===== config.mk =====
export PLATFORM = sky130hd
export DESIGN_NAME = instr_fetch
export DESIGN_NICKNAME = d
export VERILOG_FILES = /design/src/rtl/instr_fetch.sv
export SDC_FILE = /design/constraint.sdc
export NUM_CORES = 1
export LEC_CHECK = 0
export BUFFER_PORTS_ARGS = -buffer_cell sky130_fd_sc_hd__buf_4
export CAP_MARGIN = 20
export CORE_MARGIN = 8
export CORE_UTILIZATION = 47
export DETAILED_ROUTE_END_ITERATION = 10
export GPL_TIMING_DRIVEN = 0
export HOLD_SLACK_MARGIN = 0.08
export PLACE_DENSITY_LB_ADDON = 0.12
export SKIP_CTS_REPAIR_TIMING = 1
export SLEW_MARGIN = 5
export SYNTH_ARGS = -nofsm -noshare
export SYNTH_HDL_FRONTEND = slang
export SYNTH_SLANG_ARGS = --single-unit

===== constraint.sdc =====
create_clock -name clk -period 3.86 [get_ports clk]
set_input_delay 0.772 -clock clk [delete_from_list [all_inputs] [get_ports clk]]
set_output_delay 0.772 -clock clk [all_outputs]
set_load 0.01 [all_outputs]

===== src/rtl/instr_fetch.sv =====
// Instruction fetch unit: holds the PC, fetches one word over req/ready, presents it to decode until acked.
// Fetch result one cycle after imem_ready; a request is held indefinitely while imem_ready is low. IFETCH_DELAY_SLOT_EN adds a MIPS branch delay slot.
module instr_fetch #(
  parameter logic [31:0] RESET_PC = 32'h0000_3000
) (
  input  logic        clk,
  input  logic        rst,
  output logic        imem_req,
  output logic [31:0] imem_addr,
  input  logic        imem_ready,
  input  logic [31:0] imem_rdata,
  output logic [31:0] instr,
  output logic [5:0]  opcode,
  output logic [5:0]  funct,
  output logic [31:0] pc,
  output logic [31:0] pc_plus4,
  output logic        instr_valid,
  input  logic        instr_ack,
  input  logic        br_taken,
  input  logic        jump
);

  typedef enum logic [1:0] {
    S_IDLE = 2'd0,
    S_REQ  = 2'd1,
    S_HOLD = 2'd2
  } state_t;

  state_t      r_state;
  state_t      w_state_nxt;
  logic [31:0] r_pc;
  logic [31:0] r_instr;
  logic        r_instr_valid;
  logic        r_imem_req;
  logic [31:0] r_imem_addr;

  logic        w_load;
  logic        w_take;
  logic [31:0] w_pc_plus4;
  logic [31:0] w_br_off;
  logic [31:0] w_jump_tgt;
  logic [31:0] w_br_tgt;
  logic [31:0] w_redirect;
  logic [31:0] w_fetch_pc;

  assign w_pc_plus4 = r_pc + 32'd4;
  assign w_br_off   = {{14{r_instr[15]}}, r_instr[15:0], 2'b00};
  assign w_br_tgt   = w_pc_plus4 + w_br_off;
  assign w_jump_tgt = {w_pc_plus4[31:28], r_instr[25:0], 2'b00};

  // Jump outranks branch when the control path asserts both.
  always_comb begin
    w_redirect = w_pc_plus4;
    if (jump) begin
      w_redirect = w_jump_tgt;
    end else if (br_taken) begin
      w_redirect = w_br_tgt;
    end
  end

  always_comb begin
    w_state_nxt = r_state;
    w_load      = 1'b0;
    w_take      = 1'b0;
    case (r_state)
      S_IDLE: w_state_nxt = S_REQ;
      S_REQ: begin
        if (imem_ready) begin
          w_state_nxt = S_HOLD;
          w_load      = 1'b1;
        end
      end
      S_HOLD: begin
        if (instr_ack) begin
          w_state_nxt = S_REQ;
          w_take      = 1'b1;
        end
      end
      default: w_state_nxt = S_IDLE;
    endcase
  end

`ifdef IFETCH_DELAY_SLOT_EN
  logic        r_pending;
  logic [31:0] r_pending_target;
  logic        w_arm;

  // The instruction after a taken branch/jump always executes; the redirect lands on the ack after it.
  assign w_arm = w_take & ~r_pending & (jump | br_taken);

  always_comb begin
    w_fetch_pc = w_pc_plus4;
    if (r_pending) begin
      w_fetch_pc = r_pending_target;
    end
  end

  always_ff @(posedge clk) begin
    if (rst) begin
      r_pending        <= 1'b0;
      r_pending_target <= 32'd0;
    end else if (w_take) begin
      r_pending <= w_arm;
      if (w_arm) begin
        r_pending_target <= w_redirect;
      end
    end
  end
`else
  assign w_fetch_pc = w_redirect;
`endif

  always_ff @(posedge clk) begin
    if (rst) begin
      r_state       <= S_IDLE;
      r_pc          <= RESET_PC;
      r_instr       <= 32'd0;
      r_instr_valid <= 1'b0;
      r_imem_req    <= 1'b0;
      r_imem_addr   <= RESET_PC;
    end else begin
      r_state    <= w_state_nxt;
      r_imem_req <= (w_state_nxt == S_REQ);
      if (w_load) begin
        r_instr       <= imem_rdata;
        r_instr_valid <= 1'b1;
      end
      if (w_take) begin
        r_instr_valid <= 1'b0;
        r_pc          <= w_fetch_pc;
        r_imem_addr   <= w_fetch_pc;
      end
    end
  end

  assign imem_req    = r_imem_req;
  assign imem_addr   = r_imem_addr;
  assign instr       = r_instr;
  assign instr_valid = r_instr_valid;
  assign pc          = r_pc;
  assign pc_plus4    = w_pc_plus4;
  assign opcode      = r_instr[31:26];
  assign funct       = r_instr[5:0];

endmodule


==> results of run 1 <==
-- path summary, 6_finish.rpt --
path | to | slack [ps] | depth (start not counted)
min | instr[27]$_SDFFE_PP0P_ | 470 | 2
min reg2reg | instr[27]$_SDFFE_PP0P_ | 470 | 2
max | imem_addr[31]$_SDFFE_PP0P_ | -240 | 16
max reg2reg | imem_addr[31]$_SDFFE_PP0P_ | -240 | 16
-- critical path, cell delays in order (launching register included) --
cell	delay [ps]
dfxtp_4	390
ha_4	150
and4_4	270
nand4_1	110
buf_6	170
nor3_4	280
nand4_1	150
or2_1	270
xnor2_2	240
ha_4	260
a21o_1	160
a21o_1	170
a2111o_1	370
o21ai_2	190
mux2i_1	250
mux2i_1	220
mux2_1	330
-- layout by cell type (no fill, tap or decap), drive strengths merged, types with 3 or more instances in the layout --
cell,netlist,layout
buf,51,240
nand2,126,126
a21oi,82,82
dfxtp,66,66
nor2,45,45
ha,36,36
clkbuf,29,36
o21ai,33,33
xnor2,33,33
o211ai,25,25
a21o,20,20
nand3,20,20
xor2,18,18
nor3,13,13
inv,11,13
nand4,12,12
a211oi,9,9
nand2b,6,6
conb,1,6
nor2b,5,5
or3,5,5
and4,5,5
or2,5,5
o21a,4,4
a31oi,4,4
o21bai,3,3
a221o,3,3
a21boi,3,3
mux2i,3,3
clkinv,2,3
-- cell type report --
cell class | instances | area (um2)
timing repair buffer | 189 | 1430
clock buffer | 10 | 250
inverter | 13 | 48.8
clock inverter | 6 | 71.3
tap | 143 | 179
buffer | 77 | 469
fill | 997 | 3690
multi-input combinational | 560 | 3730
sequential | 66 | 1350
-- cells by family (layout without fill, tap and decap cells) --
logic type	after synthesis	in the layout
adder cells (fa/ha/maj)	37	37
AND/OR/NAND/NOR	251	251
flip-flops	66	66
buffers and inverters	93	295
multiplexers	4	4
other	1	6
XOR/XNOR	51	51
AO/OA/AOI/OAI	211	211
-- power breakdown --
part           switching, mW  total, mW  internal [mW]  leakage [nW]
clock                  0.338      0.883          0.545         0.151
combinational          0.185      0.337          0.152          2.83
sequential            0.0316      0.733          0.702         0.544
total                  0.555       1.95           1.40          3.52
-- routing by layer --
metal  global-route usage [%]  part of all wire (%)  vias to the layer above
met5                        0                     0                        -
met4                     7.69                   1.9                        0
met3                     6.72                   8.7                       35
met2                     42.5                    49                      294
met1                     31.2                    41                     2790
li1                         -                     -                     2888
-- metrics by stage --
step           setup TNS [ps]  util (%)
6_report                 -292      67.1
3_5_place_dp            -1030      61.6
4_1_cts                 -1190      64.5
5_1_grt                  -642      67.1
3_3_place_gp             -932      61.5
2_1_floorplan           -13.2         -
-- state kept, by name, summed over array words and instances, names as in the netlist --
name / cells
instr: 32
imem_addr: 30
r_state: 2
imem_req: 1
instr_valid: 1
==> metrics.cfg, run 1 <==
[timing]
tightest_slew_ps = 769
rsz0062_at_grt = true
hold_viol_final = 0
finalCriticalPeriod_ps = 4100
maxSlewViolCount = 0
min_period_over_period_pct = 106
max_freq_mhz = 244
setup_viol = 2
slew_headroom_pct = 48.7
hold_slack_ps = 474
fin_skew_ps = 6.04
postLayoutSetupSlackWorst_ps = -236

[yosys]
synth_cells = 714
synth_top_area_share_pct = 24.8
yosysUniqueCellTypes = 64
synthAdderAreaFrac_pct = 8.84
synth_common_cells = nand2_1, a21oi_1, dfxtp_1
syn_avg_cell_area_um2 = 7.45
ys_warn_count = 0
async_flop_share_pct = 0
synth_enable_flop_cells = 0
ys_ff_latch = 66
synth_xor_area_share_pct = 8.40
synth-compound-area-share_pct = 25.4
synth-simple-area-share_pct = 21.8
yosys-top-cells-area = dfxtp_1, nand2_1, ha_1
yosysSeqAreaShare_pct = 24.8
synth_top_family_by_area = compound AO/OA/AOI/OAI gates
synth_top_cell_by_area = dfxtp_1
synth_most_common_cell = nand2_1
muxShareOfSynthArea_pct = 0.776
synth_area_um2 = 5320
synthFlopType = dfxtp_1

[floorplanning]
die_y_um = 122
start_util_pct = 47.4
io_pins = 180
fp.coreArea_um2 = 11200
die_width_um = 122
design.die.area_um2 = 15000
row_count = 39

[global_route]
grt_max_degree = 17
antenna_found_initial = 0
overflow = 0
grt_pass1_vias = 5768
track_usage_pct = 25.4
grt_pass1_wl_um = 30000

[placed_design]
numPortBuffers = 172
place_inst = 1035
dpl_cell_area_um2 = 6920
pre_cts_ws_ps = -580
dp_hpwl_um = 15400
place.gp.congestion = 0.911

[final_layout]
syn2layout_area_growth_pct = 41.5
finalNonFillerCells = 1064
drive_gt1_share_pct = 33.6
nets = 991
antenna-diode-count = 0
design_area_um2 = 7530

[worst_setup_path]
worstSetupPathType = reg2reg
worstPathRequired_ps = 4080
critPathCaptureType = register
r2r-start = imem_addr[2]$_SDFFE_PP0P_
worstSetupStartpoint = imem_addr[2]$_SDFFE_PP0P_
arrival_ps = 4320
start_kind = register
critPathMaxFanout = 7

[clock_network]
root_buffer = clkbuf_16
tritoncts = built
numCtsBuffers = 9
clock-sinks = 66
clockBufferDepth = 2
htreeDepth = 3
path_clk_slew_ps = 60
clk_latency_ps = 340

[power_and_ir_drop]
ir_worst_vdd_mv = 0.247
power.density_nw_per_um2 = 259
leakagePower_nw = 3.52
total_power_mw = 1.95

[route]
drc = 0
drt_first_iter_violations = 518
antenna_left = 0
post_drt_wl_per_cell_um = 18.9
num_vias = 6007
routed_wl_um = 20100
via_per_inst = 5.65
firstDrtPassIters = 7

[outcome]
violations = negative setup slack
status = finished with violations

[flow_run]
drv_cap = 0

[hold_path]
min-delay-path-class = reg2reg
hold_start = instr[27]$_SDFFE_PP0P_

Note: power is estimated with default switching activity, not from simulation.
==> run 2, diff against run 1 <==
CORE_MARGIN = default   (was 8)
==> metrics.cfg, run 2 (synthesis results as in run 1) <==
[outcome]
status = finished with violations  ; unchanged
violations = negative setup slack  ; unchanged

[worst_setup_path]
critPathCaptureType = register  ; unchanged
crit_family = simple AND/OR/NAND/NOR gates  ; unchanged
arrival_ps = 4350  ; was 4320 ps
critPathMaxFanout = 7  ; unchanged
slowest_stage = a2111o_1  ; was dfxtp_4
worst-path-buf-inv = 1  ; unchanged
start_kind = register  ; unchanged
worstSetupPathType = reg2reg  ; unchanged
worst_path_largest_cell_delay_ps = 420  ; was 390 ps
worstPathRequired_ps = 4100  ; was 4080 ps
crit_chain = ha_4 -> and4_4 -> nand4_1 -> buf_6 -> nor3_4 -> nand4_1 -> or2_1 -> xnor2_2 -> ha_4 -> a21o_1 -> a21o_1 -> a2111o_1 -> o21ai_2 -> mux2i_1 -> mux2i_1 -> mux2_1  ; unchanged

[global_route]
antenna_found_initial = 0  ; unchanged
overflow = 0  ; unchanged
grt_pass1_vias = 5424  ; was 5768
grt_max_degree = 25  ; was 17
track_usage_pct = 31.7  ; was 25.4%
grt_pass1_wl_um = 28200  ; was 30000 um

[power_and_ir_drop]
power.net_switching_mw = 0.558  ; was 0.555 mW
leakagePower_nw = 3.55  ; was 3.52 nW
intPower_mw = 1.40  ; about the same
total_power_mw = 1.96  ; was 1.95 mW
power.density_nw_per_um2 = 259  ; about the same
switching_share_pct = 28.5  ; was 28.4%
comb_power_share_pct = 17.3  ; about the same
pwr-share-clk_pct = 45.3  ; was 45.2%
ir_worst_vdd_mv = 0.305  ; was 0.247 mV
seqPwrFrac_pct = 37.4  ; was 37.5%

[placed_design]
dp_hpwl_um = 14000  ; was 15400 um
numPortBuffers = 172  ; unchanged
place.gp.congestion = 0.983  ; was 0.911

[floorplanning]
fp.coreArea_um2 = 10900  ; was 11200 um2
design.die.area_um2 = 11700  ; was 15000 um2
io_pins = 180  ; unchanged
row_count = 38  ; was 39
die_y_um = 108  ; was 122 um
die_width_um = 108  ; was 122 um
start_util_pct = 48.6  ; was 47.4%

[clock_network]
clock-sinks = 66  ; unchanged
htreeDepth = 3  ; unchanged
tritoncts = built  ; unchanged
clockBufferDepth = 2  ; unchanged
path_clk_slew_ps = 60  ; about the same
numCtsBuffers = 9  ; unchanged
root_buffer = clkbuf_16  ; unchanged
clk_latency_ps = 350  ; was 340 ps

[timing]
maxSlewViolCount = 0  ; unchanged
hold_viol_final = 0  ; unchanged
postLayoutSetupSlackWorst_ps = -256  ; was -236 ps
finalCriticalPeriod_ps = 4120  ; was 4100 ps
min_period_over_period_pct = 107  ; was 106%
rsz0062_at_grt = true  ; unchanged
tightest_slew_ps = 819  ; was 769 ps
fin_tns_setup_ps = -256  ; was -292 ps
slew_headroom_pct = 45.4  ; was 48.7%
setup_viol = 1  ; was 2
max_freq_mhz = 243  ; was 244 MHz
fin_skew_ps = 5.60  ; was 6.04 ps

[route]
drt_first_iter_violations = 476  ; was 518
drc = 0  ; unchanged
firstDrtPassIters = 5  ; was 7
num_vias = 6054  ; was 6007
antenna_left = 0  ; unchanged
routed_wl_um = 18900  ; was 20100 um
via_per_inst = 5.69  ; was 5.65
post_drt_wl_per_cell_um = 17.8  ; was 18.9 um

[hold_path]
min-delay-path-class = reg2reg  ; unchanged

[final_layout]
antenna-diode-count = 0  ; unchanged
largest_reg_flops = 32  ; unchanged
drive_gt1_share_pct = 33.2  ; was 33.6%
post-route-util_pct = 69.0  ; was 67.1%
nets = 994  ; was 991
layout_common_cells = buf_4, nand2_1, a21oi_1, dfxtp_1, nor2_1  ; unchanged
final_common_cell = buf_4  ; unchanged
syn2layout_area_growth_pct = 41.9  ; was 41.5%

[flow_run]
drv_cap = 0  ; unchanged

==> run 2: cell count changes in the layout (fill, tap and decap cells not counted), moves of 2 or more <==
| cell | previous run | this run |
|---|---|---|
| buf_4 | 235 | 238 |
| ha_2 | 3 | 0 |
| ha_1 | 28 | 30 |
| xnor2_2 | 6 | 4 |
| xor2_2 | 5 | 3 |
==> run 2: power by group through the flow <==
| stage | logic [mW] | clock network, mW | registers, mW |
|---|---|---|---|
| 2_1_floorplan | 0.175 | 0 | 0.752 |
| 4_1_cts | 0.321 | 0.890 | 0.736 |
| 6_report | 0.338 | 0.886 | 0.733 |
| 3_5_place_dp | 0.319 | 0 | 0.751 |
| 5_1_grt | 0.365 | 0.922 | 0.735 |
| 3_3_place_gp | 0.313 | 0 | 0.750 |
==> run 2: final timing paths <==
check                                                from                         end  slack [ps]  cells past startpoint
worst min register to register     instr[29]$_SDFFE_PP0P_      instr[29]$_SDFFE_PP0P_         470                      2
worst max-delay path            imem_addr[2]$_SDFFE_PP0P_  imem_addr[31]$_SDFFE_PP0P_        -260                     16
worst max register to register  imem_addr[2]$_SDFFE_PP0P_  imem_addr[31]$_SDFFE_PP0P_        -260                     16
worst min-delay path               instr[29]$_SDFFE_PP0P_      instr[29]$_SDFFE_PP0P_         470                      2
==> run 2: layout make-up <==
class | instances | area, um2
multi-input cells | 560 | 3730
fillers | 961 | 3390
flip-flops and latches | 66 | 1350
clock inverters | 6 | 71.3
inverters | 13 | 48.8
clock buffers | 10 | 250
well taps | 140 | 175
plain buffers | 77 | 469
repair buffers | 192 | 1450
==> run 2: tightest hold or removal path: stages (launching register included) <==
cell     delay [ps]
dfxtp_1         320
nand2_1          50
a21oi_1          50
==> run 2: per-layer routing <==
metal | vias to the layer above | share of wire [%] | GRT usage (%) | routed length, um
li1 | 2904 | - | - | -
met1 | 2816 | 42 | 41.6 | 8030
met2 | 297 | 48 | 51.3 | 9020
met3 | 37 | 7.5 | 5.24 | 1420
met4 | 0 | 2.4 | 13.0 | 454
met5 | - | 0 | 0 | 0
==> run 2: per-stage QoR <==
step                instances  setup slack (ps)  hold slack, ps  cell area (um2)
finish                   1064              -256             471             7550
global route             1064              -381             501             7550
CTS                      1047              -487             473             7220
detailed placement       1031              -470             465             6900
global placement         1031              -441             455             6900
floorplan                 719             -13.2             484             5430
==> run 3, diff against run 2 <==
SKIP_CTS_REPAIR_TIMING = default   (was 1)
==> metrics.cfg, run 3 (synthesis results as in run 1) <==
[global_route]
grt_pass1_wl_um = 28800  ; was 28200 um
track_usage_pct = 32.3  ; was 31.7%
antenna_found_initial = 0  ; unchanged
grt_pass1_vias = 5560  ; was 5424
overflow = 0  ; unchanged
grt_max_degree = 25  ; unchanged

[route]
drt_first_iter_violations = 483  ; was 476
num_vias = 6120  ; was 6054
drc = 0  ; unchanged
firstDrtPassIters = 5  ; unchanged
post_drt_wl_per_cell_um = 18.0  ; was 17.8 um
routed_wl_um = 19300  ; was 18900 um
antenna_left = 0  ; unchanged
via_per_inst = 5.72  ; was 5.69

[worst_setup_path]
slowest_stage = dfxtp_1  ; was a2111o_1
crit_family = simple AND/OR/NAND/NOR gates  ; unchanged
start_kind = register  ; unchanged
critPathCaptureType = register  ; unchanged
worstSetupPathType = reg2reg  ; unchanged
worst-path-buf-inv = 0  ; was 1
worstSetupStartpoint = imem_addr[21]$_SDFFE_PP0P_  ; was imem_addr[2]$_SDFFE_PP0P_
worstPathRequired_ps = 4090  ; was 4100 ps
crit_chain = nand4_1 -> or2_2 -> nor3_4 -> nand4_1 -> or2_1 -> xnor2_2 -> ha_4 -> a21o_1 -> a21o_1 -> a2111o_1 -> o21ai_2 -> mux2i_1 -> mux2i_1 -> mux2_1  ; was ha_4 -> and4_4 -> nand4_1 -> buf_6 -> nor3_4 -> nand4_1 -> or2_1 -> xnor2_2 -> ha_4 -> a21o_1 -> a21o_1 -> a2111o_1 -> o21ai_2 -> mux2i_1 -> mux2i_1 -> mux2_1
critPathMaxFanout = 6  ; was 7
r2r-start = imem_addr[21]$_SDFFE_PP0P_  ; was imem_addr[2]$_SDFFE_PP0P_
arrival_ps = 4270  ; was 4350 ps
worst_path_largest_cell_delay_ps = 520  ; was 420 ps

[placed_design]
dpl_cell_area_um2 = 6900  ; unchanged
place.gp.congestion = 0.983  ; unchanged
dp_hpwl_um = 14000  ; unchanged
pre_cts_ws_ps = -470  ; unchanged
numPortBuffers = 172  ; unchanged

[timing]
max_freq_mhz = 247  ; was 243 MHz
maxSlewViolCount = 0  ; unchanged
postLayoutSetupSlackWorst_ps = -182  ; was -256 ps
finalCriticalPeriod_ps = 4040  ; was 4120 ps
min_period_over_period_pct = 105  ; was 107%
setup_viol = 1  ; unchanged
slew_headroom_pct = 46.1  ; was 45.4%
fin_skew_ps = 6.42  ; was 5.60 ps
fin_tns_setup_ps = -182  ; was -256 ps
tightest_slew_ps = 809  ; was 819 ps
hold_viol_final = 0  ; unchanged
rsz0062_at_grt = true  ; unchanged

[hold_path]
hold_start = instr[29]$_SDFFE_PP0P_  ; unchanged
min-delay-path-class = reg2reg  ; unchanged

[floorplanning]
design.die.area_um2 = 11700  ; unchanged
io_pins = 180  ; unchanged
die_width_um = 108  ; unchanged
die_y_um = 108  ; unchanged
start_util_pct = 48.6  ; unchanged
fp.coreArea_um2 = 10900  ; unchanged
row_count = 38  ; unchanged

[power_and_ir_drop]
ir_worst_vdd_mv = 0.306  ; was 0.305 mV
power.density_nw_per_um2 = 255  ; was 259 nW/um2
total_power_mw = 1.96  ; about the same
leakagePower_nw = 3.58  ; was 3.55 nW

[clock_network]
numCtsBuffers = 9  ; unchanged
path_clk_slew_ps = 60  ; about the same
clock-sinks = 66  ; unchanged
htreeDepth = 3  ; unchanged
tritoncts = built  ; unchanged
clk_latency_ps = 350  ; about the same
root_buffer = clkbuf_16  ; unchanged
clockBufferDepth = 2  ; unchanged

[final_layout]
design_area_um2 = 7670  ; was 7550 um2
final_common_cell = buf_4  ; unchanged
largest_reg_flops = 32  ; unchanged
drive_gt1_share_pct = 34.4  ; was 33.2%
syn2layout_area_growth_pct = 44.1  ; was 41.9%
layout_common_cells = buf_4, nand2_1, a21oi_1, dfxtp_1, nor2_1  ; unchanged
post-route-util_pct = 70.1  ; was 69.0%
nets = 1000  ; was 994
antenna-diode-count = 0  ; unchanged

[outcome]
violations = negative setup slack  ; unchanged
status = finished with violations  ; unchanged

[flow_run]
drv_cap = 0  ; unchanged

run 3: per-stage QoR:
stage,hold slack (ps),cells
2_1_floorplan,484,719
3_3_place_gp,455,1031
3_5_place_dp,465,1031
4_1_cts,473,1061
5_1_grt,501,1070
6_report,472,1070
run 3: per-layer routing:
layer | up-vias | GRT usage [%] | wire [um] | share of wire, %
met1 | 2839 | 42.3 | 8110 | 42
met4 | 0 | 13.5 | 495 | 2.6
met5 | - | 0 | 0 | 0
met3 | 44 | 5.24 | 1500 | 7.8
met2 | 322 | 52.5 | 9160 | 48
li1 | 2915 | - | - | -
run 3: power breakdown:
group / switching, mW / internal, mW / total [mW]
registers: 0.0311 / 0.702 / 0.733
logic: 0.187 / 0.156 / 0.342
clock network: 0.339 / 0.543 / 0.882
total: 0.556 / 1.40 / 1.96
run 3: worst paths after layout:
path                                     end  slack [ps]  cells past startpoint
setup reg to reg  imem_addr[31]$_SDFFE_PP0P_        -180                     14
setup / recovery  imem_addr[31]$_SDFFE_PP0P_        -180                     14
hold reg to reg       instr[29]$_SDFFE_PP0P_         470                      2
hold / removal        instr[29]$_SDFFE_PP0P_         470                      2
run 3: what timing repair did:
| action | in CTS | in global routing |
|---|---|---|
| pin swaps | 10 | 16 |
| resized for setup | 20 | 27 |
| hold buffers | 0 | 0 |
| endpoints found under the setup margin | 4 | 12 |
| setup buffers | 15 | 10 |
run 3: final cells by class:
cell class              instances  area (um2)
multi-input cells             560        3790
fillers                       954        3270
repair buffers                198        1510
flip-flops and latches         66        1350
plain buffers                  77         469
clock buffers                  10         250
well taps                     140         175
clock inverters                 6        71.3
inverters                      13        48.8
run 3: worst reg2reg max path: cells and delay by family (launching register included):
kind | cells | cell delay (ps)
simple gates | 5 | 1230
compound gates | 4 | 870
mux | 3 | 790
flops | 1 | 520
xor+xnor | 1 | 260
fa+ha+maj | 1 | 250
